## config.mk

```make
export PLATFORM = sky130hd
export DESIGN_NAME = life_step_engine
export DESIGN_NICKNAME = d
export VERILOG_FILES = /design/src/rtl/life_step_engine.sv
export SDC_FILE = /design/constraint.sdc
export NUM_CORES = 2
export LEC_CHECK = 0
export BUFFER_PORTS_ARGS = -buffer_cell sky130_fd_sc_hd__buf_2
export CORE_ASPECT_RATIO = 1.25
export CORE_MARGIN = 4
export CORE_UTILIZATION = 61
export DETAILED_ROUTE_END_ITERATION = 12
export HOLD_SLACK_MARGIN = 0.05
export PLACE_DENSITY_LB_ADDON = 0.05
export SLEW_MARGIN = 30
export SYNTH_ARGS = -nofsm -noshare
export SYNTH_HDL_FRONTEND = slang
export SYNTH_SLANG_ARGS = --single-unit
```

## constraint.sdc

```tcl
create_clock -name i_clk -period 24.1 [get_ports i_clk]
set_input_delay 3.615 -clock i_clk [delete_from_list [all_inputs] [get_ports i_clk]]
set_output_delay 3.615 -clock i_clk [all_outputs]
set_load 0.01 [all_outputs]
```

## src/rtl/life_step_engine.sv

```systemverilog
// life_step_engine
//   Sequential Game-of-Life generation engine for an N x N LED matrix.
//   The live board is loaded row by row from the switch-entry logic. Each
//   step request computes the next generation one row per clock into a shadow
//   buffer. The whole board is then committed in a single cycle, so o_board
//   never shows a partially computed generation.
//
// Ports
//   i_clk        system clock, all state on posedge
//   i_rst        asynchronous active-high reset
//   i_load_en    write i_load_data into board row i_load_row (IDLE only)
//   i_load_row   target row for a load
//   i_load_data  row contents, bit c = column c (1 = alive)
//   i_step       request one generation (IDLE only; a load in the same cycle wins)
//   o_busy       high while computing or committing
//   o_done       one-cycle pulse, high while o_board shows the new generation
//   o_gen_count  generations committed since reset or the last load
//   o_pop_count  live cells as of the last commit
//   o_board      registered board, o_board[r][c]
module life_step_engine #(
    parameter int N    = 16,
    parameter bit WRAP = 1'b1
) (
    input  logic                         i_clk,
    input  logic                         i_rst,
    input  logic                         i_load_en,
    input  logic [$clog2(N)-1:0]         i_load_row,
    input  logic [N-1:0]                 i_load_data,
    input  logic                         i_step,
    output logic                         o_busy,
    output logic                         o_done,
    output logic [15:0]                  o_gen_count,
    output logic [$clog2(N*N+1)-1:0]     o_pop_count,
    output logic [N-1:0][N-1:0]          o_board
);
    localparam int RW = $clog2(N);
    localparam int PW = $clog2(N*N+1);
    localparam int CW = $clog2(N+1);

    typedef enum logic [1:0] {S_IDLE, S_COMPUTE, S_COMMIT} state_t;

    state_t                r_state, w_state_nxt;
    logic [RW-1:0]         r_ptr;
    logic [N-1:0][N-1:0]   r_board;
    logic [N-1:0][N-1:0]   r_shadow;
    logic [15:0]           r_gen;
    logic [PW-1:0]         r_pop;
    logic [PW-1:0]         r_acc;
    logic                  r_done;

    logic                  w_ptr_last;
    logic [N-1:0]          w_up, w_mid, w_dn, w_next;
    logic [CW-1:0]         w_row_pop;

    assign w_ptr_last = (r_ptr == RW'(N-1));

    // Neighbour rows of the row being computed; off-board rows read as dead
    // when the torus is disabled.
    always_comb begin
        w_mid = r_board[r_ptr];
        if (r_ptr == '0)
            w_up = WRAP ? r_board[N-1] : '0;
        else
            w_up = r_board[r_ptr - RW'(1)];
        if (w_ptr_last)
            w_dn = WRAP ? r_board[0] : '0;
        else
            w_dn = r_board[r_ptr + RW'(1)];
    end

    // Per-column neighbour count and cell rule. Column neighbours are fixed
    // per column, so the wrap/edge decision is resolved at elaboration.
    for (genvar c = 0; c < N; c++) begin : g_col
        localparam int CL = (c == 0)   ? N-1 : c-1;
        localparam int CR = (c == N-1) ? 0   : c+1;
        localparam bit EL = WRAP || (c != 0);
        localparam bit ER = WRAP || (c != N-1);
        logic [3:0] w_cnt;
        assign w_cnt = 4'(w_up[c]) + 4'(w_dn[c])
                     + (EL ? 4'(w_up[CL]) + 4'(w_mid[CL]) + 4'(w_dn[CL]) : 4'd0)
                     + (ER ? 4'(w_up[CR]) + 4'(w_mid[CR]) + 4'(w_dn[CR]) : 4'd0);
        assign w_next[c] = w_mid[c] ? (w_cnt == 4'd2 || w_cnt == 4'd3)
                                    : (w_cnt == 4'd3);
    end

    always_comb begin
        w_row_pop = '0;
        for (int c = 0; c < N; c++)
            w_row_pop = w_row_pop + CW'(w_next[c]);
    end

    always_ff @(posedge i_clk or posedge i_rst) begin
        if (i_rst) r_state <= S_IDLE;
        else       r_state <= w_state_nxt;
    end

    always_comb begin
        w_state_nxt = r_state;
        case (r_state)
            S_IDLE:    if (!i_load_en && i_step) w_state_nxt = S_COMPUTE;
            S_COMPUTE: if (w_ptr_last)           w_state_nxt = S_COMMIT;
            S_COMMIT:                            w_state_nxt = S_IDLE;
            default:                             w_state_nxt = S_IDLE;
        endcase
    end

    always_ff @(posedge i_clk or posedge i_rst) begin
        if (i_rst) begin
            r_ptr    <= '0;
            r_board  <= '0;
            r_shadow <= '0;
            r_gen    <= '0;
            r_pop    <= '0;
            r_acc    <= '0;
            r_done   <= 1'b0;
        end else begin
            r_done <= (r_state == S_COMMIT);
            case (r_state)
                S_IDLE: begin
                    if (i_load_en) begin
                        if (32'(i_load_row) < N)
                            r_board[i_load_row] <= i_load_data;
                        r_gen <= '0;
                    end else if (i_step) begin
                        r_ptr <= '0;
                        r_acc <= '0;
                    end
                end
                S_COMPUTE: begin
                    r_shadow[r_ptr] <= w_next;
                    r_acc           <= r_acc + PW'(w_row_pop);
                    r_ptr           <= w_ptr_last ? '0 : r_ptr + RW'(1);
                end
                S_COMMIT: begin
                    r_board <= r_shadow;
                    r_pop   <= r_acc;
                    r_gen   <= r_gen + 16'd1;
                end
                default: ;
            endcase
        end
    end

    assign o_busy      = (r_state != S_IDLE);
    assign o_done      = r_done;
    assign o_gen_count = r_gen;
    assign o_pop_count = r_pop;
    assign o_board     = r_board;
endmodule

```

# Yosys cells after proc, flatten, opt, wreduce, memory -nomap -nowiden
# Index checks and enable logic that the tools add are counted.
dict set report totals {
  ff_bits 553
  inputBits 24
  output_inout_bits 283
  wordCells 255
}
dict set report op_classes {
  addsub 99
  magnitude_cmp 6
  n_eq_ne 40
  muxes 44
  n_reduce_logical 28
}
# operator n
set ops {}
lappend ops {{$bwmux W256} 2}
lappend ops {{$pmux W256 S2} 1}
lappend ops {{$mux W256} 1}
lappend ops {{$bmux W16 S4} 3}
lappend ops {{$demux W16 S4} 2}
lappend ops {{$eq A4 B2 Y1 const B} 32}
lappend ops {{$mux W16} 8}
lappend ops {{$add A1 B1 Y2} 33}
lappend ops {{$add A2 B3 Y4} 14}
lappend ops {{$add A4 B4 Y4} 14}
lappend ops {{$add A5 B1 Y5} 11}
lappend ops {{$add A2 B1 Y3} 17}
lappend ops {{$pmux W16 S2} 1}
lappend ops {{$lt A4 B5 Y1 const B} 4}
lappend ops {{$mux W9} 2}
lappend ops {{$pmux W9 S2} 1}
lappend ops {{$add A16 B1 Y16 const B} 1}
lappend ops {{$logic_or A1 B1 Y1} 16}
lappend ops {{$mux W1} 16}
lappend ops {{$mux W4} 3}
lappend ops {{$ne A2 B2 Y1 const B} 5}
lappend ops {{$add A9 B5 Y9} 1}
lappend ops {{$add A2 B4 Y4} 2}
lappend ops {{$add A4 B3 Y4} 2}
lappend ops {{18 further kinds} 25}

# Longest topological paths before layout
dict set report logic_depth {
  depth_word 28
  depth_mapped 36
  depth_no_buf 28
}

# Worst setup path after synthesis
# Ideal clock, no wire load.
dict set report synth_path {
  kind {register to register}
  start {reg r_ptr[0]}
  end {reg r_acc[6]}
  setup_time_ns 0.128
  t_arrival_ns 9.363
  t_required_ns 23.972
  slack_ns 14.609
  stages_incl_launch_ff 36
  n_path_buf 8
  period_less_slack_ns 9.491
  cell_sequence {dfrtp_1 -> buf_2 -> buf_2 -> buf_2 -> buf_2 -> inv_1 -> ha_1 -> buf_2 -> buf_2 -> buf_1 -> mux4_2 -> mux2i_1 -> o22ai_1 -> a21oi_1 -> fa_1 -> fa_1 -> inv_1 -> ha_1 -> fa_1 -> and3_1 -> o21a_1 -> o311ai_4 -> buf_2 -> inv_1 -> fa_1 -> fa_1 -> fa_1 -> inv_1 -> fa_1 -> fa_1 -> fa_1 -> nor2b_1 -> o21ai_0 -> a21boi_0 -> o211ai_1 -> mux2i_1}
}
dict set report synth_between {
  elab_chain_len 28
  elab_cells_between_ends 173
  classes_between {add/sub (98); eq/ne (33); mux (25); reduce/logical (17)}
}
# item line_no
set synth_rtl {}
lappend synth_rtl {{from (decl)} 43} ;# logic [RW-1:0] r_ptr;
lappend synth_rtl {{from (signal assigned)} 132} ;# r_ptr <= w_ptr_last ? '0 : r_ptr + RW'(1);
lappend synth_rtl {{$sub A4 B1 Y4} 64} ;# w_up = r_board[r_ptr - RW'(1)];
lappend synth_rtl {{$bmux W16 S4} 64}
lappend synth_rtl {{$mux W16 (not written as such)} 64}
lappend synth_rtl {{$mux W16} 61} ;# if (r_ptr == '0)
lappend synth_rtl {{$add A1 B1 Y2} 80} ;# + (EL ? 4'(w_up[CL]) + 4'(w_mid[CL]) + 4'(w_dn[CL]) : 4'd0)
lappend synth_rtl {{$add A2 B1 Y3} 80}
lappend synth_rtl {{$add A2 B4 Y4} 80}
lappend synth_rtl {{$add A4 B4 Y4} 81} ;# + (ER ? 4'(w_up[CR]) + 4'(w_mid[CR]) + 4'(w_dn[CR]) : 4'd0);
lappend synth_rtl {{[... 3 more ...]} n/a}
lappend synth_rtl {{via w_next[0]} 52} ;# logic [N-1:0] w_up, w_mid, w_dn, w_next;
lappend synth_rtl {{$add A1 B1 Y2 (*)} 89} ;# w_row_pop = w_row_pop + CW'(w_next[c]);
lappend synth_rtl {{$add A2 B1 Y3 (*)} 89}
lappend synth_rtl {{$add A3 B1 Y4 (*)} 89}
lappend synth_rtl {{$add A4 B1 Y5 (*)} 89}
lappend synth_rtl {{$add A5 B1 Y5 (*) (11 in a row)} 89}
lappend synth_rtl {{$add A9 B5 Y9 (*)} 131} ;# r_acc <= r_acc + PW'(w_row_pop);
lappend synth_rtl {{$pmux W9 S2 (*)} 118} ;# case (r_state)
lappend synth_rtl {{to (signal assigned)} 131}
lappend synth_rtl {{to (decl)} 48} ;# logic [PW-1:0] r_acc;
# The timed path passes the listed nets; every way through them passes the cells marked *. The select of a mux whose other input is x is not followed.
# A chain may end at the register's enable or synchronous reset.

# Worst setup path in the final report
dict set report layout_path {
  start {reg r_ptr[0]}
  end {reg r_acc[8]}
}
dict set report layout_between {
  elab_chain_len 28
  elab_cells_between_ends 173
  classes_between {add/sub (98); eq/ne (33); mux (25); reduce/logical (17)}
}
# item line_no
set layout_rtl {}
lappend layout_rtl {{$sub A4 B1 Y4} 64}
lappend layout_rtl {{$bmux W16 S4} 64}
lappend layout_rtl {{$mux W16 (not written as such)} 64}
lappend layout_rtl {{$mux W16} 61}
lappend layout_rtl {{$add A1 B1 Y2} {80, 81}}
lappend layout_rtl {{$add A2 B1 Y3} {80, 81}}
lappend layout_rtl {{$add A2 B4 Y4} 80}
lappend layout_rtl {{$add A4 B4 Y4} 81}
lappend layout_rtl {{[... 3 more ...]} n/a}
lappend layout_rtl {{$add A1 B1 Y2} 89}
lappend layout_rtl {{$add A2 B1 Y3} 89}
lappend layout_rtl {{$add A3 B1 Y4} 89}
lappend layout_rtl {{$add A4 B1 Y5} 89}
lappend layout_rtl {{$add A5 B1 Y5 (10 in a row)} 89}
lappend layout_rtl {{$add A5 B1 Y5 (*)} 89}
lappend layout_rtl {{$add A9 B5 Y9 (*)} 131}
lappend layout_rtl {{$pmux W9 S2 (*)} 118}
# Every way passes the cells marked *; elsewhere a longest branch is shown, timed or not. The select of a mux whose other input is x is not followed.

==> reports/metrics.yaml <==
setup_path:
  worst-path-max-fanout: 70
  start_kind: "register"
  worst_r2r_path_depth: 30
  critPathMaxStageDelay_ns: 0.85
  ff2ff_setup_slack_ns: 13.65
  slowest_stage: "dfrtp_4"
  end_kind: "register"
  crit_top_cell: "fa_1"
  rr_startpoint: "r_ptr[0]$_DFFE_PP0P_"
  worstPathArrival_ns: 10.97
  critical_path_class: "reg2reg"
  crit_required_ns: 24.62
  timing.rr.end: "r_acc[8]$_DFFE_PP0P_"
routing:
  first_pass_iters: 7
  drc_errors: 0
  routed.top_layer: "met5"
  wl_met3_microns: 14260
  vias: 28980
  wl_per_cell_microns: 32.67
  drtAntennaViolNets: 0
  drt-initial-drc-count: 4411
  wl_met2_microns: 59690
  drt-total-wl_microns: 133400
  wl_met1_microns: 45090
  via_per_inst: 7.099
floorplanning:
  initial_core_util: 0.6179
  die_height_microns: 266.6
  fp-row-count: 94
  die_x_microns: 214.9
  ioPinCount: 307
  fp.dieArea_sq_um: 57280
  core_area_sq_um: 52810
timing:
  hold_viol: 0
  rsz0062_at_grt: "no"
  worst_pin_slew_ns: 1.087
  period_share: 0.4337
  clock.fmax_ghz: 0.09568
  layout_min_cycle_time_ns: 10.45
  tns_ns: 0
  final_max_slew_viol_count: 0
  skew_ns: 0.02192
  setup_viol: 0
  max-slew-margin-rel: 0.2756
final_layout:
  final_area_sq_um: 36330
  n_fill_cell: 3982
  layout_commonest_cell: "nand2_1"
  area_growth_pct: 11.33
  nNetsFinal: 3505
  most-common-layout-cells: "nand2_1 (577), dfrtp_1 (550), buf_2 (306)"
  drive_gt1_frac: 0.2385
logic_synthesis:
  ys_warn_count: 0
  synthesis.area_sq_um: 32630
  ys_seq_area_frac: 0.4241
  synth_area_leaders: "dfrtp_1 (42%), mux4_2 (8.8%), nand2_1 (6.6%)"
  synth_top_area_share: 0.4241
  synth_edf_count: 0
  synthFlopType: "dfrtp_1"
  syn_avg_cell_area_sq_um: 10.23
  syn_nets: 3333
  yosysTopAreaCell: "dfrtp_1"
  synth_cells: 3190
  synth_cell_types: 63
  async_reset_ff_frac: 1.000
  ys_ff_latch: 553
clock_tree:
  cts.clk_slew.worst_paths_ns: 0.06
  cts_root_buf: "clkbuf_16"
  clock_latency_ns: 0.62
  cts_tree: "done"
  cts_setup_buffers: 0
  clk_path_buf_depth: 3
  cts_resized: 0
  h-tree-depth: 2
  cts-buffers-inserted: 52
  hold_buffers: 0
  cts_sinks: 553
hold_path:
  holdPathEnd: "r_shadow[118]$_DFFE_PP0P_"
  hold_depth: 2
  hold_path.class: "reg2reg"
  hp-start: "r_shadow[118]$_DFFE_PP0P_"
job:
  cap_viol_max_count: 0
power:
  leakagePower_nw: 16.39
  vdd_ir_drop_max_v: 0.0001427
  p_per_area_nw_per_um2: 142.4
global_routing:
  grt_pass1_wl_microns: 193500
  grt_pass1_vias: 28220
  grt_max_degree: 163
  overflow: 0
  antenna_found_initial: 11
  grtUsageTotal: 0.4602
place:
  hpwl_microns: 91890
  place_area_sq_um: 34500
  portBuffers: 306
  place.gp.congestion: 1.132
status:
  status: "completed"
-- state kept, by name, summed over array words and instances, names as in the netlist --
| signal | count |
|---|---|
| o_board | 256 |
| r_shadow | 256 |
| r_ptr | 4 |
| r_state | 2 |
| r_acc | 9 |
| o_pop_count | 9 |
| o_gen_count | 16 |
| o_done | 1 |
-- synthesized netlist by cell type (12+ instances only) --
library cell  count
nand2_1         578
dfrtp_1         553
o21ai_0         276
o21ai_1         252
a22oi_1         219
clkbuf_1        202
mux4_2          128
mux2i_1         125
a21oi_1          98
inv_1            92
o21ai_2          73
fa_1             60
nor2_1           60
ha_1             59
o22ai_1          54
buf_2            32
mux2_2           32
mux2_1           22
a22o_1           21
nand3_1          19
o21a_1           19
and3_1           18
buf_6            14
o311ai_4         14
mux2_4           13
clkbuf_8         12
-- report_power, final --
part           internal (mW)  leakage (nW)  switching (mW)  total (mW)
clock network          0.484         0.847           0.363       0.848
logic                   1.03          7.96            1.95        2.98
registers               1.13          7.58           0.215        1.35
-- kinds of logic (layout without fill, tap and decap cells) --
family | count (synthesis) | after routing | share of synthesized area
AOI/OAI and AO/OA | 1077 | 1077 | 0.2137
xor gates and xnor gates | 7 | 7 | 0.001879
adders and majority gates | 119 | 119 | 0.05943
buffers and inverters | 378 | 592 | 0.05694
DFF | 553 | 553 | 0.4241
muxes | 321 | 321 | 0.1517
other | 0 | 6 | 0
and+or+nand+nor | 735 | 735 | 0.09222
-- how the worst max path moves through the flow --
stage	end	slack [ns]	from	cells past startpoint
6_report	r_acc[8]$_DFFE_PP0P_	13.65	r_ptr[0]$_DFFE_PP0P_	30
3_5_place_dp	r_acc[8]$_DFFE_PP0P_	13.40	r_ptr[0]$_DFFE_PP0P_	29
2_1_floorplan	o_board[0]$_DFFE_PP0P_	5.02	i_rst	1
4_1_cts	r_acc[8]$_DFFE_PP0P_	13.30	r_ptr[0]$_DFFE_PP0P_	29
3_3_place_gp	r_acc[6]$_DFFE_PP0P_	13.61	r_ptr[0]$_DFFE_PP0P_	29
5_1_grt	r_acc[8]$_DFFE_PP0P_	13.08	r_ptr[0]$_DFFE_PP0P_	30
-- cell type report --
type / count / area [sq um] / share of cell area
antenna: 6 / 15.01 / 0.0004133
clock inverter: 18 / 231.5 / 0.006371
inverter: 94 / 367.9 / 0.01013
clock buffer: 78 / 1500 / 0.04129
multi-input combinational: 2259 / 17180 / 0.4729
timing repair buffer: 402 / 2349 / 0.06464
tap: 672 / 840.8 / 0.02314
sequential: 553 / 13850 / 0.3811
-- through the flow --
stage | std cells | hold WS (ns) | setup slack, ns | util | power (mW)
2_1_floorplan | 3190 | 0.4448 | 5.023 | - | 3.286
3_3_place_gp | 3975 | 0.4537 | 13.61 | 0.6509 | 4.122
3_5_place_dp | 3978 | 0.4570 | 13.40 | 0.6534 | 4.212
4_1_cts | 4074 | 0.4789 | 13.30 | 0.6862 | 5.079
5_1_grt | 4076 | 0.4893 | 13.08 | 0.6877 | 5.422
6_report | 4082 | 0.4760 | 13.65 | 0.6880 | 5.172
-- routing by layer --
layer,vias to the layer above,track usage
li1,11930,-
met1,14310,0.5553
met2,2155,0.7024
met3,579,0.1130
met4,8,0.3833
met5,-,0
-- worst max-delay path, delay by kind of cell, from the launching register on --
family / cells / cell delay, ns
AOI/OAI and AO/OA: 7 / 1.28
adders and majority gates: 11 / 5.05
buffers and inverters: 7 / 1.73
DFF: 1 / 0.85
muxes: 3 / 1.02
and+or+nand+nor: 2 / 0.31
Note: power is estimated with default switching activity, not from simulation.
